## config.mk

```make
export PLATFORM = sky130hd
export DESIGN_NAME = interruption_controller_flat
export DESIGN_NICKNAME = d
export VERILOG_FILES = /design/src/rtl/interruption_controller_pkg.sv /design/src/rtl/interruption_controller_if.sv /design/src/rtl/interruption_controller_quantum_timer.sv /design/src/rtl/interruption_controller.sv /design/src/flat_wrapper.sv
export SDC_FILE = /design/constraint.sdc
export NUM_CORES = 1
export LEC_CHECK = 0
export ABC_CLOCK_PERIOD_IN_PS = 1700
export BUFFER_PORTS_ARGS = -buffer_cell sky130_fd_sc_hd__buf_2
export CAP_MARGIN = 30
export CELL_PAD_IN_SITES_DETAIL_PLACEMENT = 1
export CELL_PAD_IN_SITES_GLOBAL_PLACEMENT = 2
export CORE_ASPECT_RATIO = 0.7
export CORE_UTILIZATION = 29
export CTS_BUF_LIST = sky130_fd_sc_hd__clkbuf_8 sky130_fd_sc_hd__clkbuf_16
export DETAILED_ROUTE_END_ITERATION = 8
export PLACE_DENSITY_LB_ADDON = 0.1
export SYNTH_ARGS = -nofsm -noshare
export SYNTH_HDL_FRONTEND = slang
export SYNTH_SLANG_ARGS = --single-unit
```

## constraint.sdc

```tcl
create_clock -name clock -period 1.7 [get_ports clock]
set_clock_uncertainty 0.05 [all_clocks]
set_input_delay 0.17 -clock clock [delete_from_list [all_inputs] [get_ports clock]]
set_output_delay 0.17 -clock clock [all_outputs]
set_load 0.03 [all_outputs]
```

## src/rtl/interruption_controller_pkg.sv

```systemverilog
`default_nettype none
// ============================================================================
// Module      : interruption_pkg
// Description : Shared interruption codes and presentation FSM states for the
//               ARMAria interruption controller.
// Revision    : 1.0 - initial release
// ============================================================================
package interruption_pkg;

  // Interruption codes seen by the control unit; external line i is
  // INT_EXT_BASE + i.
  localparam int INT_NONE     = 0;
  localparam int INT_USER     = 1;
  localparam int INT_TIMER    = 2;
  localparam int INT_EXT_BASE = 3;

  // Presentation handshake states.
  typedef enum logic [0:0] {
    IDLE    = 1'b0,
    PRESENT = 1'b1
  } state_e;

endpackage : interruption_pkg
`default_nettype wire

```

## src/rtl/interruption_controller_if.sv

```systemverilog
`default_nettype none
// ============================================================================
// Module      : interruption_controller_if
// Description : Present/acknowledge handshake between the interruption
//               controller (master) and the control unit (slave).
// Revision    : 1.0 - initial release
// ============================================================================
interface interruption_controller_if #(
  parameter int INTERRUPTION_SIZE = 3
) ();

  logic                         irq_valid;
  logic [INTERRUPTION_SIZE-1:0] interruption;
  logic                         ack;

  // Controller side: presents a code, receives the acceptance.
  modport master (
    output irq_valid,
    output interruption,
    input  ack
  );

  // Control-unit side: observes the code, returns the acceptance.
  modport slave (
    input  irq_valid,
    input  interruption,
    output ack
  );

endinterface : interruption_controller_if
`default_nettype wire

```

## src/rtl/interruption_controller_quantum_timer.sv

```systemverilog
`default_nettype none
// ============================================================================
// Module      : quantum_timer
// Description : Programmable preemption quantum. Counts down only on user
//               cycles, reloads on privileged/IO cycles, flags expiry.
// Revision    : 1.0 - initial release
// ============================================================================
module quantum_timer
  import interruption_pkg::*;
#(
  parameter int                       QUANTUM_WIDTH   = 16,
  parameter logic [QUANTUM_WIDTH-1:0] DEFAULT_QUANTUM = QUANTUM_WIDTH'(1000)
) (
  input  wire logic                     clock,
  input  wire logic                     reset,
  input  wire logic                     user_cycle_i,
  input  wire logic                     load_i,
  input  wire logic [QUANTUM_WIDTH-1:0] load_value_i,
  output logic                          expire_o,
  output logic [QUANTUM_WIDTH-1:0]      remaining_o
);

  logic [QUANTUM_WIDTH-1:0] quantum_q, quantum_d;
  logic [QUANTUM_WIDTH-1:0] count_q,   count_d;

  // Next-state for the quantum and counter; a load beats decrement/expiry.
  always_comb begin
    quantum_d = quantum_q;
    count_d   = count_q;
    expire_o  = 1'b0;
    if (load_i) begin
      quantum_d = load_value_i;
      count_d   = load_value_i;
    end else if (!user_cycle_i) begin
      count_d = quantum_q;
    end else if (quantum_q == '0) begin
      count_d = '0;
    end else if (count_q == QUANTUM_WIDTH'(1)) begin
      count_d  = quantum_q;
      expire_o = 1'b1;
    end else if (count_q == '0) begin
      // Unreachable in normal use; recover by reloading without expiry.
      count_d = quantum_q;
    end else begin
      count_d = count_q - QUANTUM_WIDTH'(1);
    end
  end

  // Quantum and counter registers.
  always_ff @(posedge clock) begin
    if (!reset) begin
      quantum_q <= DEFAULT_QUANTUM;
      count_q   <= DEFAULT_QUANTUM;
    end else begin
      quantum_q <= quantum_d;
      count_q   <= count_d;
    end
  end

  assign remaining_o = count_q;

endmodule : quantum_timer
`default_nettype wire

```

## src/rtl/interruption_controller.sv

```systemverilog
`default_nettype none
// ============================================================================
// Module      : interruption_controller
// Description : Edge-latched user/external/timer requests, fixed-priority
//               selection and registered present/ack handshake toward the
//               control unit.
// Revision    : 1.0 - initial release
// ============================================================================
module interruption_controller
  import interruption_pkg::*;
#(
  parameter int                       QUANTUM_WIDTH     = 16,
  parameter logic [QUANTUM_WIDTH-1:0] DEFAULT_QUANTUM   = QUANTUM_WIDTH'(1000),
  parameter int                       NUM_SOURCES       = 4,
  parameter int                       INTERRUPTION_SIZE = 3
) (
  input  wire logic                     clock,
  input  wire logic                     reset,
  input  wire logic                     is_Bios,
  input  wire logic                     is_kernel,
  input  wire logic                     is_input,
  input  wire logic                     is_output,
  input  wire logic                     is_user_request,
  input  wire logic [NUM_SOURCES-1:0]   irq_in,
  input  wire logic                     enable,
  input  wire logic                     quantum_load,
  input  wire logic [QUANTUM_WIDTH-1:0] quantum_value,
  output logic [QUANTUM_WIDTH-1:0]      remaining,
  interruption_controller_if.master     cu
);

  // Pending layout: [NUM_SOURCES-1:0] external lines, then user, then timer.
  localparam int PEND_W    = NUM_SOURCES + 2;
  localparam int BIT_USER  = NUM_SOURCES;
  localparam int BIT_TIMER = NUM_SOURCES + 1;

  if ((1 << INTERRUPTION_SIZE) < (NUM_SOURCES + 3)) begin : g_size_check
    $error("INTERRUPTION_SIZE too small to encode all interruption codes");
  end

  logic                         user_cycle;
  logic                         expire;
  logic                         user_req_prev_q;
  logic [NUM_SOURCES-1:0]       irq_prev_q;
  logic [PEND_W-1:0]            set_vec;
  logic [PEND_W-1:0]            pending_q, pending_d;
  logic                         ack_accept;
  logic [INTERRUPTION_SIZE-1:0] win_code;
  logic [PEND_W-1:0]            win_mask;
  state_e                       state_q;
  logic                         irq_valid_q;
  logic [INTERRUPTION_SIZE-1:0] code_q;
  logic [PEND_W-1:0]            mask_q;

  assign user_cycle = ~(is_Bios | is_kernel | is_input | is_output);

  quantum_timer #(
    .QUANTUM_WIDTH   (QUANTUM_WIDTH),
    .DEFAULT_QUANTUM (DEFAULT_QUANTUM)
  ) u_quantum_timer (
    .clock        (clock),
    .reset        (reset),
    .user_cycle_i (user_cycle),
    .load_i       (quantum_load),
    .load_value_i (quantum_value),
    .expire_o     (expire),
    .remaining_o  (remaining)
  );

  // Rising-edge events this cycle and pending update; a new set beats the
  // clear from an acknowledge on the same bit.
  always_comb begin
    set_vec                  = '0;
    set_vec[NUM_SOURCES-1:0] = irq_in & ~irq_prev_q;
    set_vec[BIT_USER]        = is_user_request & ~user_req_prev_q;
    set_vec[BIT_TIMER]       = expire;
    ack_accept               = (state_q == PRESENT) && cu.ack;
    pending_d                = (pending_q & ~(ack_accept ? mask_q : '0)) | set_vec;
  end

  // Fixed priority: user > external 0..N-1 > timer (later assignments win).
  always_comb begin
    win_code = INTERRUPTION_SIZE'(INT_NONE);
    win_mask = '0;
    if (pending_q[BIT_TIMER]) begin
      win_code            = INTERRUPTION_SIZE'(INT_TIMER);
      win_mask[BIT_TIMER] = 1'b1;
    end
    for (int i = NUM_SOURCES - 1; i >= 0; i--) begin
      if (pending_q[i]) begin
        win_code    = INTERRUPTION_SIZE'(INT_EXT_BASE + i);
        win_mask    = '0;
        win_mask[i] = 1'b1;
      end
    end
    if (pending_q[BIT_USER]) begin
      win_code           = INTERRUPTION_SIZE'(INT_USER);
      win_mask           = '0;
      win_mask[BIT_USER] = 1'b1;
    end
  end

  // Edge-detect history and pending vector.
  always_ff @(posedge clock) begin
    if (!reset) begin
      user_req_prev_q <= 1'b0;
      irq_prev_q      <= '0;
      pending_q       <= '0;
    end else begin
      user_req_prev_q <= is_user_request;
      irq_prev_q      <= irq_in;
      pending_q       <= pending_d;
    end
  end

  // Presentation FSM: latch the winner, hold it frozen until acknowledged.
  always_ff @(posedge clock) begin
    if (!reset) begin
      state_q     <= IDLE;
      irq_valid_q <= 1'b0;
      code_q      <= INTERRUPTION_SIZE'(INT_NONE);
      mask_q      <= '0;
    end else begin
      case (state_q)
        IDLE: begin
          if (enable && (|pending_q)) begin
            state_q     <= PRESENT;
            irq_valid_q <= 1'b1;
            code_q      <= win_code;
            mask_q      <= win_mask;
          end
        end
        PRESENT: begin
          if (cu.ack) begin
            state_q     <= IDLE;
            irq_valid_q <= 1'b0;
            code_q      <= INTERRUPTION_SIZE'(INT_NONE);
            mask_q      <= '0;
          end
        end
        default: begin
          state_q     <= IDLE;
          irq_valid_q <= 1'b0;
          code_q      <= INTERRUPTION_SIZE'(INT_NONE);
          mask_q      <= '0;
        end
      endcase
    end
  end

  assign cu.irq_valid    = irq_valid_q;
  assign cu.interruption = code_q;

endmodule : interruption_controller
`default_nettype wire

```

## src/flat_wrapper.sv

```systemverilog
// flat-port wrapper written by rule: the top's interface ports become plain ports
module interruption_controller_flat import interruption_pkg::*;
#(
  parameter int                       QUANTUM_WIDTH     = 16,
  parameter logic [QUANTUM_WIDTH-1:0] DEFAULT_QUANTUM   = QUANTUM_WIDTH'(1000),
  parameter int                       NUM_SOURCES       = 4,
  parameter int                       INTERRUPTION_SIZE = 3
)
  (clock, reset, is_Bios, is_kernel, is_input, is_output, is_user_request, irq_in, enable, quantum_load, quantum_value, remaining, cu_irq_valid, cu_interruption, cu_ack);
  interruption_controller_if #(.INTERRUPTION_SIZE(INTERRUPTION_SIZE)) cu_i ();
  input  wire logic clock;
  input  wire logic reset;
  input  wire logic is_Bios;
  input  wire logic is_kernel;
  input  wire logic is_input;
  input  wire logic is_output;
  input  wire logic is_user_request;
  input  wire logic [NUM_SOURCES-1:0] irq_in;
  input  wire logic enable;
  input  wire logic quantum_load;
  input  wire logic [QUANTUM_WIDTH-1:0] quantum_value;
  output logic [QUANTUM_WIDTH-1:0] remaining;
  output wire logic [$bits(cu_i.irq_valid)-1:0] cu_irq_valid;
  output wire logic [$bits(cu_i.interruption)-1:0] cu_interruption;
  input wire logic [$bits(cu_i.ack)-1:0] cu_ack;
  assign cu_irq_valid = cu_i.irq_valid;
  assign cu_interruption = cu_i.interruption;
  assign cu_i.ack = cu_ack;
  interruption_controller #(.QUANTUM_WIDTH(QUANTUM_WIDTH), .DEFAULT_QUANTUM(DEFAULT_QUANTUM), .NUM_SOURCES(NUM_SOURCES), .INTERRUPTION_SIZE(INTERRUPTION_SIZE)) u_core (.clock(clock), .reset(reset), .is_Bios(is_Bios), .is_kernel(is_kernel), .is_input(is_input), .is_output(is_output), .is_user_request(is_user_request), .irq_in(irq_in), .enable(enable), .quantum_load(quantum_load), .quantum_value(quantum_value), .remaining(remaining), .cu(cu_i));
endmodule
```

==> results of run 1 <==
## flip-flops by register name, indices dropped and copies added (netlist names)
register,flops
u_core.cu.interruption,3
u_core.cu.irq_valid,1
u_core.irq_prev_q,4
u_core.mask_q,6
u_core.pending_q,6
u_core.state_q,1
u_core.u_quantum_timer.quantum_q,16
u_core.u_quantum_timer.remaining_o,16
u_core.user_req_prev_q,1
## area by class of cell
cell class,count,area [um^2]
tap,101,126
sequential,54,1110
fill,955,4340
clock inverter,2,11.3
clock buffer,6,139
multi-input combinational,199,1530
inverter,13,56.3
timing repair buffer,107,764
## placed cells by master, fill, tap and decap left out, types with 3 or more instances in the layout
| master | count |
|---|---|
| dfxtp_4 | 5 |
| dfxtp_2 | 7 |
| nor3_1 | 5 |
| and2_1 | 6 |
| buf_4 | 50 |
| nand2_1 | 13 |
| o21ai_1 | 11 |
| buf_6 | 3 |
| nand3_1 | 13 |
| buf_12 | 3 |
| buf_2 | 49 |
| clkbuf_16 | 7 |
| ha_4 | 3 |
| o21ai_0 | 6 |
| a21oi_1 | 17 |
| xnor2_1 | 8 |
| mux2i_1 | 20 |
| nor2_1 | 30 |
| nor4_4 | 7 |
| xor2_1 | 4 |
| inv_1 | 11 |
| nor2b_1 | 6 |
| a31oi_1 | 6 |
| dfxtp_1 | 42 |
## how the worst min path moves through the flow
stage / end / slack [ns] / cells past startpoint
6_report: u_core.user_req_prev_q$_SDFF_PN0_ / 0.04 / 2
5_1_grt: u_core.irq_prev_q[1]$_SDFF_PN0_ / 0.03 / 2
4_1_cts: u_core.user_req_prev_q$_SDFF_PN0_ / 0.03 / 2
3_5_place_dp: u_core.irq_prev_q[0]$_SDFF_PN0_ / 0.34 / 2
3_3_place_gp: u_core.irq_prev_q[0]$_SDFF_PN0_ / 0.33 / 2
2_1_floorplan: u_core.irq_prev_q[0]$_SDFF_PN0_ / 0.24 / 1
## worst max-delay path, stage by stage (launching register included)
cell      delay (ns)
dfxtp_2         0.32
buf_4           0.17
nor3_4          0.19
and4_4          0.29
a21oi_4         0.11
buf_6           0.13
buf_6           0.12
or3_4           0.34
o311ai_4        0.07
## metrics by stage
stage | setup WS, ns | std cells | setup TNS [ns]
global placement | -0.250 | 469 | -2.88
global route | -0.215 | 482 | -2.41
finish | -0.164 | 482 | -1.34
CTS | -0.0933 | 476 | -0.660
detailed placement | -0.212 | 469 | -2.48
floorplan | -0.0473 | 281 | -0.423
## routing by layer
layer	global-route usage, %	part of all wire [%]
met2	26.0	41
met1	29.0	55
met5	0	0
met4	5.33	0.94
met3	3.59	3.4
## synth_stat cells, types with 2 or more instances
cell	count
nor2b_1	6
or4_1	3
xor2_1	4
nand4_1	2
nor2_1	30
clkbuf_1	10
and2_1	6
a31oi_1	6
o311ai_1	2
nor4_1	6
inv_1	13
or2_2	3
o31ai_1	2
dfxtp_1	54
a211o_1	2
a21oi_1	17
nor3_1	8
o21ai_1	12
o21bai_1	2
ha_1	3
nand2_1	14
or3_1	2
o21ai_0	7
buf_2	3
mux2i_1	22
xnor2_1	8
nand4b_1	2
nand3_1	13
nor3b_1	2
## power groups by stage
stage	registers, mW	logic (mW)	clock network, mW
3_5_place_dp	1.43	0.581	0
3_3_place_gp	1.43	0.574	0
2_1_floorplan	1.50	0.234	0
5_1_grt	1.43	0.717	1.16
4_1_cts	1.41	0.595	1.09
6_report	1.42	0.658	1.06
## kinds of logic (layout without fill, tap and decap cells)
group / after synthesis / in the layout / share of synthesized area, %
DFF: 54 / 54 / 43.7
xor gates and xnor gates: 12 / 12 / 4.25
and+or+nand+nor: 106 / 106 / 23.4
muxes: 22 / 22 / 8.91
buffers and inverters: 28 / 128 / 4.71
AOI/OAI and AO/OA: 56 / 56 / 13.5
adders and majority gates: 3 / 3 / 1.52
## repair_timing
action	CTS	global route
resized for setup	15	38
pin swaps	3	16
gates cloned	0	3
setup endpoints to repair	23	22
buffers inserted	0	3
==> qor.txt, run 1 <==
Worst r2r src -> u_core.u_quantum_timer.remaining_o[3]$_SDFF_PN1_
Power Total -> 3.14 mW
Internal -> 2.23 mW
Leakage -> 1.58 nW
Worst Setup EP -> u_core.u_quantum_timer.remaining_o[11]$_SDFF_PN0_
Fin nets -> 413
Syn Nets -> 314
R2R Path End -> u_core.u_quantum_timer.remaining_o[11]$_SDFF_PN0_
Kind of end point of the critical path -> flop
Final WL -> 8320 um
Post-synthesis average cell area -> 8.80 um^2
CTS tree -> yes
I/O pin total -> 50
Startpoint Class -> flop
Hold WC Path Type -> input pin to flop
First-pass GRT wire length -> 12600 um
Synthesized instance count -> 281
H-Tree Depth -> 2
Post-route DRC -> 0
Reg2Reg Depth -> 8
GRT overflow -> 0
Critical path arrival -> 2.02 ns
Core Region -> 8070 um^2
Cts hold-fix bufs -> 0
GP Congestion -> 0.766
Switching Fraction -> 28.9%
Most area-consuming cells after synthesis -> dfxtp_1, mux2i_1, nor2_1, a21oi_1, xnor2_1
Detailed Route Iter0 Violations -> 104
Final core utilization -> 46.2%
Final antenna-violating net count -> 0
Max-Cap Viols -> 0
Switching Power -> 0.908 mW
Vias in the first global route -> 2366
Synth-to-layout area growth -> 51.0%
Post-synth top area share -> 43.7%
# rows -> 27
Chip Height -> 79.3 um
RSZ-0062 raised after global routing -> true
Most area-hungry cell type in the Yosys netlist -> dfxtp_1
Placed inst area -> 3250 um^2
Root Buffer -> clkbuf_16
Crit-path max FO -> 5
Slew at the pin with the worst max-slew slack -> 0.442 ns
Fin crit share -> 110%
Layout cell share with drive strength beyond 1 -> 42.8%
ANT cells -> 0
Number of port buffers -> 49
Final hold vios -> 0
Initial Utilization -> 30.6%
Count of cell types in the netlist -> 46
Drt pass-1 iters -> 4
GRT Util Overall -> 18.8%
Maximum root-to-sink buffer count -> 2
Vias -> 2395
Largest net degree at the start of global routing -> 36
Failing checks -> negative setup slack
WP data required -> 1.86 ns
Clock power frac -> 33.9%
Peak supply drop -> 326 uV
Synthesized cell area -> 2470 um^2
Fraction of registers with async set/reset -> 0%
Clock slew at reported path FFs -> 0.07 ns
Cell Pwr Density -> 842 nW/um^2
CP startpoint -> u_core.u_quantum_timer.remaining_o[3]$_SDFF_PN1_
Post-synth EDFFs -> 0
Hold Slack -> 0.0366 ns
R2r setup slk -> -0.16 ns
Antenna violations before repair -> 0
Outcome -> finished with violations
Tmin final -> 1.86 ns
Reg power frac -> 45.2%
Max Slew Vio Count -> 0
Final setup margin -> -0.164 ns
Fin area -> 3730 um^2
Final setup viols -> 16
Seq/Total Area, Yosys -> 43.7%
Max transition margin -> 70.5%
Number of clock sinks -> 54
Seq cells post-synth -> 54
Die width -> 112 um
Num CTS Buffers -> 5
Number of vias per cell -> 4.97
Setup Crit Path Kind -> flop to flop
Hold path start -> is_user_request
Clk_lat worst skew -> 0.29 ns
Main flop type after synthesis -> dfxtp_1
Max Clk Rate -> 537 MHz
Yosys warning count -> 0
Die Area -> 8900 um^2
DP Wirelength -> 5840 um
Logic pwr share -> 20.9%
Wire length per cell -> 17.3 um
(Power assumes the default switching activity.)
==> inputs of run 2 (changes only) <==
--- a/config.mk
+++ b/config.mk
@@ -15,6 +15,7 @@
 export CTS_BUF_LIST = sky130_fd_sc_hd__clkbuf_8 sky130_fd_sc_hd__clkbuf_16
 export DETAILED_ROUTE_END_ITERATION = 8
 export PLACE_DENSITY_LB_ADDON = 0.1
+export SKIP_LAST_GASP = 1
 export SYNTH_ARGS = -nofsm -noshare
 export SYNTH_HDL_FRONTEND = slang
 export SYNTH_SLANG_ARGS = --single-unit
==> run 2 against run 1 <==
Net effect:
- the run still ends with negative setup slack left
- combinational power down 0.6%
- clock-buffer cell count unchanged
- sequential power about the same
- maximum frequency up 2.5%
- worst hold slack got worse by 0.0013 ns
- highest routed layer unchanged
- non-clock buffer count unchanged
- flip-flop and latch count unchanged
==> qor.txt, run 2 (synthesized netlist as in run 1, its figures left out) <==
GRT overflow -> 0
Critical path arrival -> 1.96 ns
Number of vias per cell -> 4.92
GRT Util Overall -> 18.9%
Most common cell after layout, fill and taps aside -> buf_4
Root Buffer -> clkbuf_16
Final antenna-violating net count -> 0
I/O pin total -> 50
Startpoint Class -> flop
Clk_lat worst skew -> 0.30 ns
Hold path start -> is_user_request
Most frequent cells in the layout -> buf_4, buf_2, dfxtp_1, nor2_1, mux2i_1
Post-route DRC -> 0
Number of clock sinks -> 54
Hold WC Path Type -> input pin to flop
Hold Crit Depth -> 2
R2r setup slk -> -0.12 ns
ANT cells -> 0
# rows -> 27
Crit-path max FO -> 5
Die width -> 112 um
Power Total -> 3.14 mW
Initial Utilization -> 30.6%
Vias -> 2372
Num CTS Buffers -> 5
Die Area -> 8900 um^2
Post-Layout Cell Count -> 482
Detailed Route Iter0 Violations -> 86
Cells after DPL -> 469
Cell Pwr Density -> 848 nW/um^2
Fin crit share -> 107%
Hold EP -> u_core.user_req_prev_q$_SDFF_PN0_
Final setup margin -> -0.119 ns
Maximum root-to-sink buffer count -> 2
H-Tree Depth -> 2
Peak supply drop -> 325 uV
Number of port buffers -> 49
Fin area -> 3700 um^2
Max Clk Rate -> 550 MHz
WP data required -> 1.84 ns
Vias in the first global route -> 2363
Max-Cap Viols -> 0
Fin nets -> 413
Drt pass-1 iters -> 4
CTS tree -> yes
Failing checks -> negative setup slack
GP Congestion -> 0.766
Kind of end point of the critical path -> flop
Reg2Reg Depth -> 7
Final core utilization -> 45.8%
Max Slew Vio Count -> 0
Synth-to-layout area growth -> 49.7%
Final WL -> 8350 um
Setup Crit Path Kind -> flop to flop
Chip Height -> 79.3 um
Placed inst area -> 3250 um^2
Clock slew at reported path FFs -> 0.07 ns
Tmin final -> 1.82 ns
Final hold vios -> 0
Worst r2r src -> u_core.u_quantum_timer.remaining_o[1]$_SDFF_PN0_
Max transition margin -> 70.6%
Antenna violations before repair -> 0
Wire length per cell -> 17.3 um
Core Region -> 8070 um^2
Largest net degree at the start of global routing -> 36
R2R Path End -> u_core.u_quantum_timer.remaining_o[0]$_SDFF_PN0_
DP Worst Slack -> -0.212 ns
Final setup viols -> 16
RSZ-0062 raised after global routing -> true
DP Wirelength -> 5840 um
First-pass GRT wire length -> 12700 um
Slew at the pin with the worst max-slew slack -> 0.440 ns
Leakage -> 1.55 nW
Layout cell share with drive strength beyond 1 -> 41.7%
Outcome -> finished with violations
[run 2: stage by stage]
stage	hold slack [ns]	TNS [ns]
final	0.0353	-1.39
after global routing	0.0334	-2.26
after CTS	0.0311	-0.894
after detailed placement	0.337	-2.48
after global placement	0.334	-2.88
after floorplan	0.242	-0.423
[run 2: layout make-up]
type                       instances  area [um^2]
fill                             963         4370
multi-input combinational        199         1510
sequential                        54         1100
timing repair buffer             107          761
clock buffer                       6          139
tap                              101          126
inverter                          13         53.8
clock inverter                     2         11.3
[run 2: layer usage]
layer / vias to the layer above / track usage [%] / routed length [um]
li1: 1186 / - / -
met3: 8 / 3.59 / 234
met5: - / 0 / 0
met4: 0 / 5.33 / 78
met1: 1140 / 29.2 / 4640
met2: 38 / 25.9 / 3390
[run 2: worst max path at each step]
| stage | depth (start not counted) | start | to |
|---|---|---|---|
| floorplan | 7 | u_core.u_quantum_timer.remaining_o[0]$_SDFF_PN0_ | u_core.u_quantum_timer.remaining_o[5]$_SDFF_PN1_ |
| global placement | 7 | u_core.u_quantum_timer.quantum_q[15]$_SDFFE_PN0P_ | u_core.u_quantum_timer.remaining_o[4]$_SDFF_PN0_ |
| detailed placement | 7 | u_core.u_quantum_timer.quantum_q[15]$_SDFFE_PN0P_ | u_core.u_quantum_timer.remaining_o[15]$_SDFF_PN0_ |
| CTS | 7 | u_core.u_quantum_timer.remaining_o[0]$_SDFF_PN0_ | u_core.u_quantum_timer.remaining_o[11]$_SDFF_PN0_ |
| global route | 8 | u_core.u_quantum_timer.quantum_q[11]$_SDFFE_PN0P_ | u_core.u_quantum_timer.remaining_o[11]$_SDFF_PN0_ |
| finish | 7 | u_core.u_quantum_timer.remaining_o[1]$_SDFF_PN0_ | u_core.u_quantum_timer.remaining_o[0]$_SDFF_PN0_ |
[run 2: power by group]
group          total (mW)  switching (mW)  internal (mW)
Sequential           1.42          0.0750           1.34
Combinational       0.654           0.352          0.303
Clock                1.06           0.477          0.586
[run 2: critical path: stages (launching register included)]
cell and delay (ns):
dfxtp_4 0.38, inv_4 0.06, ha_4 0.15, or2_4 0.26
a21oi_4 0.29, clkbuf_16 0.23, mux2i_2 0.22, o21ai_1 0.07
[run 2: timing repair]
action	in CTS	in global routing
gates resized for setup	12	33
gates cloned	0	3
endpoints found under the hold margin	0	0
endpoints found under the setup margin	23	22
pin swaps	3	13
setup buffers	0	3
hold buffers	0	0
==> inputs of run 3 (changes only) <==
--- a/config.mk
+++ b/config.mk
@@ -15,6 +15,7 @@
 export CTS_BUF_LIST = sky130_fd_sc_hd__clkbuf_8 sky130_fd_sc_hd__clkbuf_16
 export DETAILED_ROUTE_END_ITERATION = 8
 export PLACE_DENSITY_LB_ADDON = 0.1
+export REMOVE_ABC_BUFFERS = 1
 export SKIP_LAST_GASP = 1
 export SYNTH_ARGS = -nofsm -noshare
 export SYNTH_HDL_FRONTEND = slang
==> run 3 against run 2 <==
Net effect:
- the flow still finishes with violations (negative setup slack)
- flip-flop and latch count unchanged
- wire length down 0.96%
- clock-buffer cell count fell by 1
- utilization up 0.59 points
- critical path type unchanged
- largest power group unchanged
- highest routed layer unchanged
==> qor.txt, run 3 (synthesized netlist as in run 1, its figures left out) <==
Final setup viols -> 13
Kind of end point of the critical path -> flop
Die width -> 112 um
Antenna violations before repair -> 0
Logic pwr share -> 20.2%
Chip Height -> 79.3 um
Post-route DRC -> 0
Final antenna-violating net count -> 0
# rows -> 27
Switching Power -> 0.931 mW
Peak supply drop -> 353 uV
I/O pin total -> 50
Max Clk Rate -> 564 MHz
Initial Utilization -> 30.6%
Clk_lat worst skew -> 0.30 ns
R2r setup slk -> -0.07 ns
Power Total -> 3.28 mW
Number of clock sinks -> 54
Switching Fraction -> 28.3%
Failing checks -> negative setup slack
Clock slew at reported path FFs -> 0.08 ns
Final WL -> 8270 um
Number of vias per cell -> 4.90
GP Congestion -> 0.762
Detailed Route Iter0 Violations -> 93
Crit-path max FO -> 5
GRT overflow -> 0
Max-Cap Viols -> 0
H-Tree Depth -> 2
Number of port buffers -> 49
Final core utilization -> 46.4%
Maximum root-to-sink buffer count -> 2
Hold WC Path Type -> input pin to flop
Layout cell share with drive strength beyond 1 -> 41.3%
Critical path arrival -> 1.94 ns
Vias -> 2408
Max transition margin -> 70.7%
DP Wirelength -> 6050 um
Internal -> 2.35 mW
Clock power frac -> 36.7%
GRT Util Overall -> 19.7%
Num CTS Buffers -> 5
ANT cells -> 0
Reg power frac -> 43.0%
Root Buffer -> clkbuf_16
Core Region -> 8070 um^2
Leakage -> 1.63 nW
Most frequent cells in the layout -> buf_4, buf_2, dfxtp_1, nor2_1, mux2i_1
Startpoint Class -> flop
First-pass GRT wire length -> 13100 um
Setup Crit Path Kind -> flop to flop
RSZ-0062 raised after global routing -> true
Final setup margin -> -0.0743 ns
Outcome -> finished with violations
Cells after DPL -> 477
Fin nets -> 422
Post-Layout Cell Count -> 491
Die Area -> 8900 um^2
Final hold vios -> 0
Max Slew Vio Count -> 0
Drt pass-1 iters -> 4
Tmin final -> 1.77 ns
CTS tree -> yes
Setup TNS -> -0.267 ns
Most common cell after layout, fill and taps aside -> buf_4
Slew at the pin with the worst max-slew slack -> 0.439 ns
Wire length per cell -> 16.8 um
Largest net degree at the start of global routing -> 36
Cell Pwr Density -> 876 nW/um^2
WP data required -> 1.86 ns
Vias in the first global route -> 2402
Fin crit share -> 104%
Synth-to-layout area growth -> 51.6%
run 3: power by group through the flow:
stage               Clock [mW]  Combinational, mW  Sequential [mW]
finish                    1.21              0.665             1.41
global route              1.28              0.723             1.42
CTS                       1.23              0.645             1.41
detailed placement           0              0.594             1.43
global placement             0              0.585             1.43
floorplan                    0              0.205             1.50
run 3: cell type report:
type                       count  area (um^2)
clock inverter                 3         45.0
inverter                      13         56.3
clock buffer                   5          125
timing repair buffer         116          810
multi-input combinational    199         1490
sequential                    54         1090
fill                         941         4330
tap                          101          126
run 3: worst max-delay path: stages (launching register included):
cell,delay [ns]
dfxtp_2,0.34
nor4_4,0.31
and4_4,0.29
a21oi_4,0.10
clkbuf_16,0.17
or3_4,0.36
o311ai_2,0.07
run 3: per-layer routing:
metal	vias up	global-route usage, %	share of wire, %
li1	1203	-	-
met1	1157	29.7	54
met2	40	28.0	41
met3	8	3.97	4.4
met4	0	5.20	1.0
met5	-	0	0
run 3: metrics by stage:
step           instance area, um^2  setup slack (ns)  hold slack (ns)
2_1_floorplan                 2400            -0.720            0.231
3_3_place_gp                  3260            -0.136            0.334
3_5_place_dp                  3260            -0.227            0.339
4_1_cts                       3660           -0.0640           0.0208
5_1_grt                       3750            -0.147           0.0360
6_report                      3750           -0.0743           0.0254
run 3: final timing paths:
kind,startpoint,endpoint,cells after the start
worst min register to register,u_core.cu.irq_valid$_SDFFE_PN0P_,u_core.cu.irq_valid$_SDFFE_PN0P_,2
worst max register to register,u_core.u_quantum_timer.remaining_o[4]$_SDFF_PN0_,u_core.u_quantum_timer.remaining_o[14]$_SDFF_PN0_,6
worst max-delay path,u_core.u_quantum_timer.remaining_o[4]$_SDFF_PN0_,u_core.u_quantum_timer.remaining_o[14]$_SDFF_PN0_,6
worst min-delay path,irq_in[0],u_core.irq_prev_q[0]$_SDFF_PN0_,2
run 3: timing repair:
action,4_1_cts,5_1_grt
pin swaps,19,7
resized for setup,44,13
hold buffers,0,0
buffers inserted,1,3
setup endpoints to repair,16,25
gates cloned,2,0
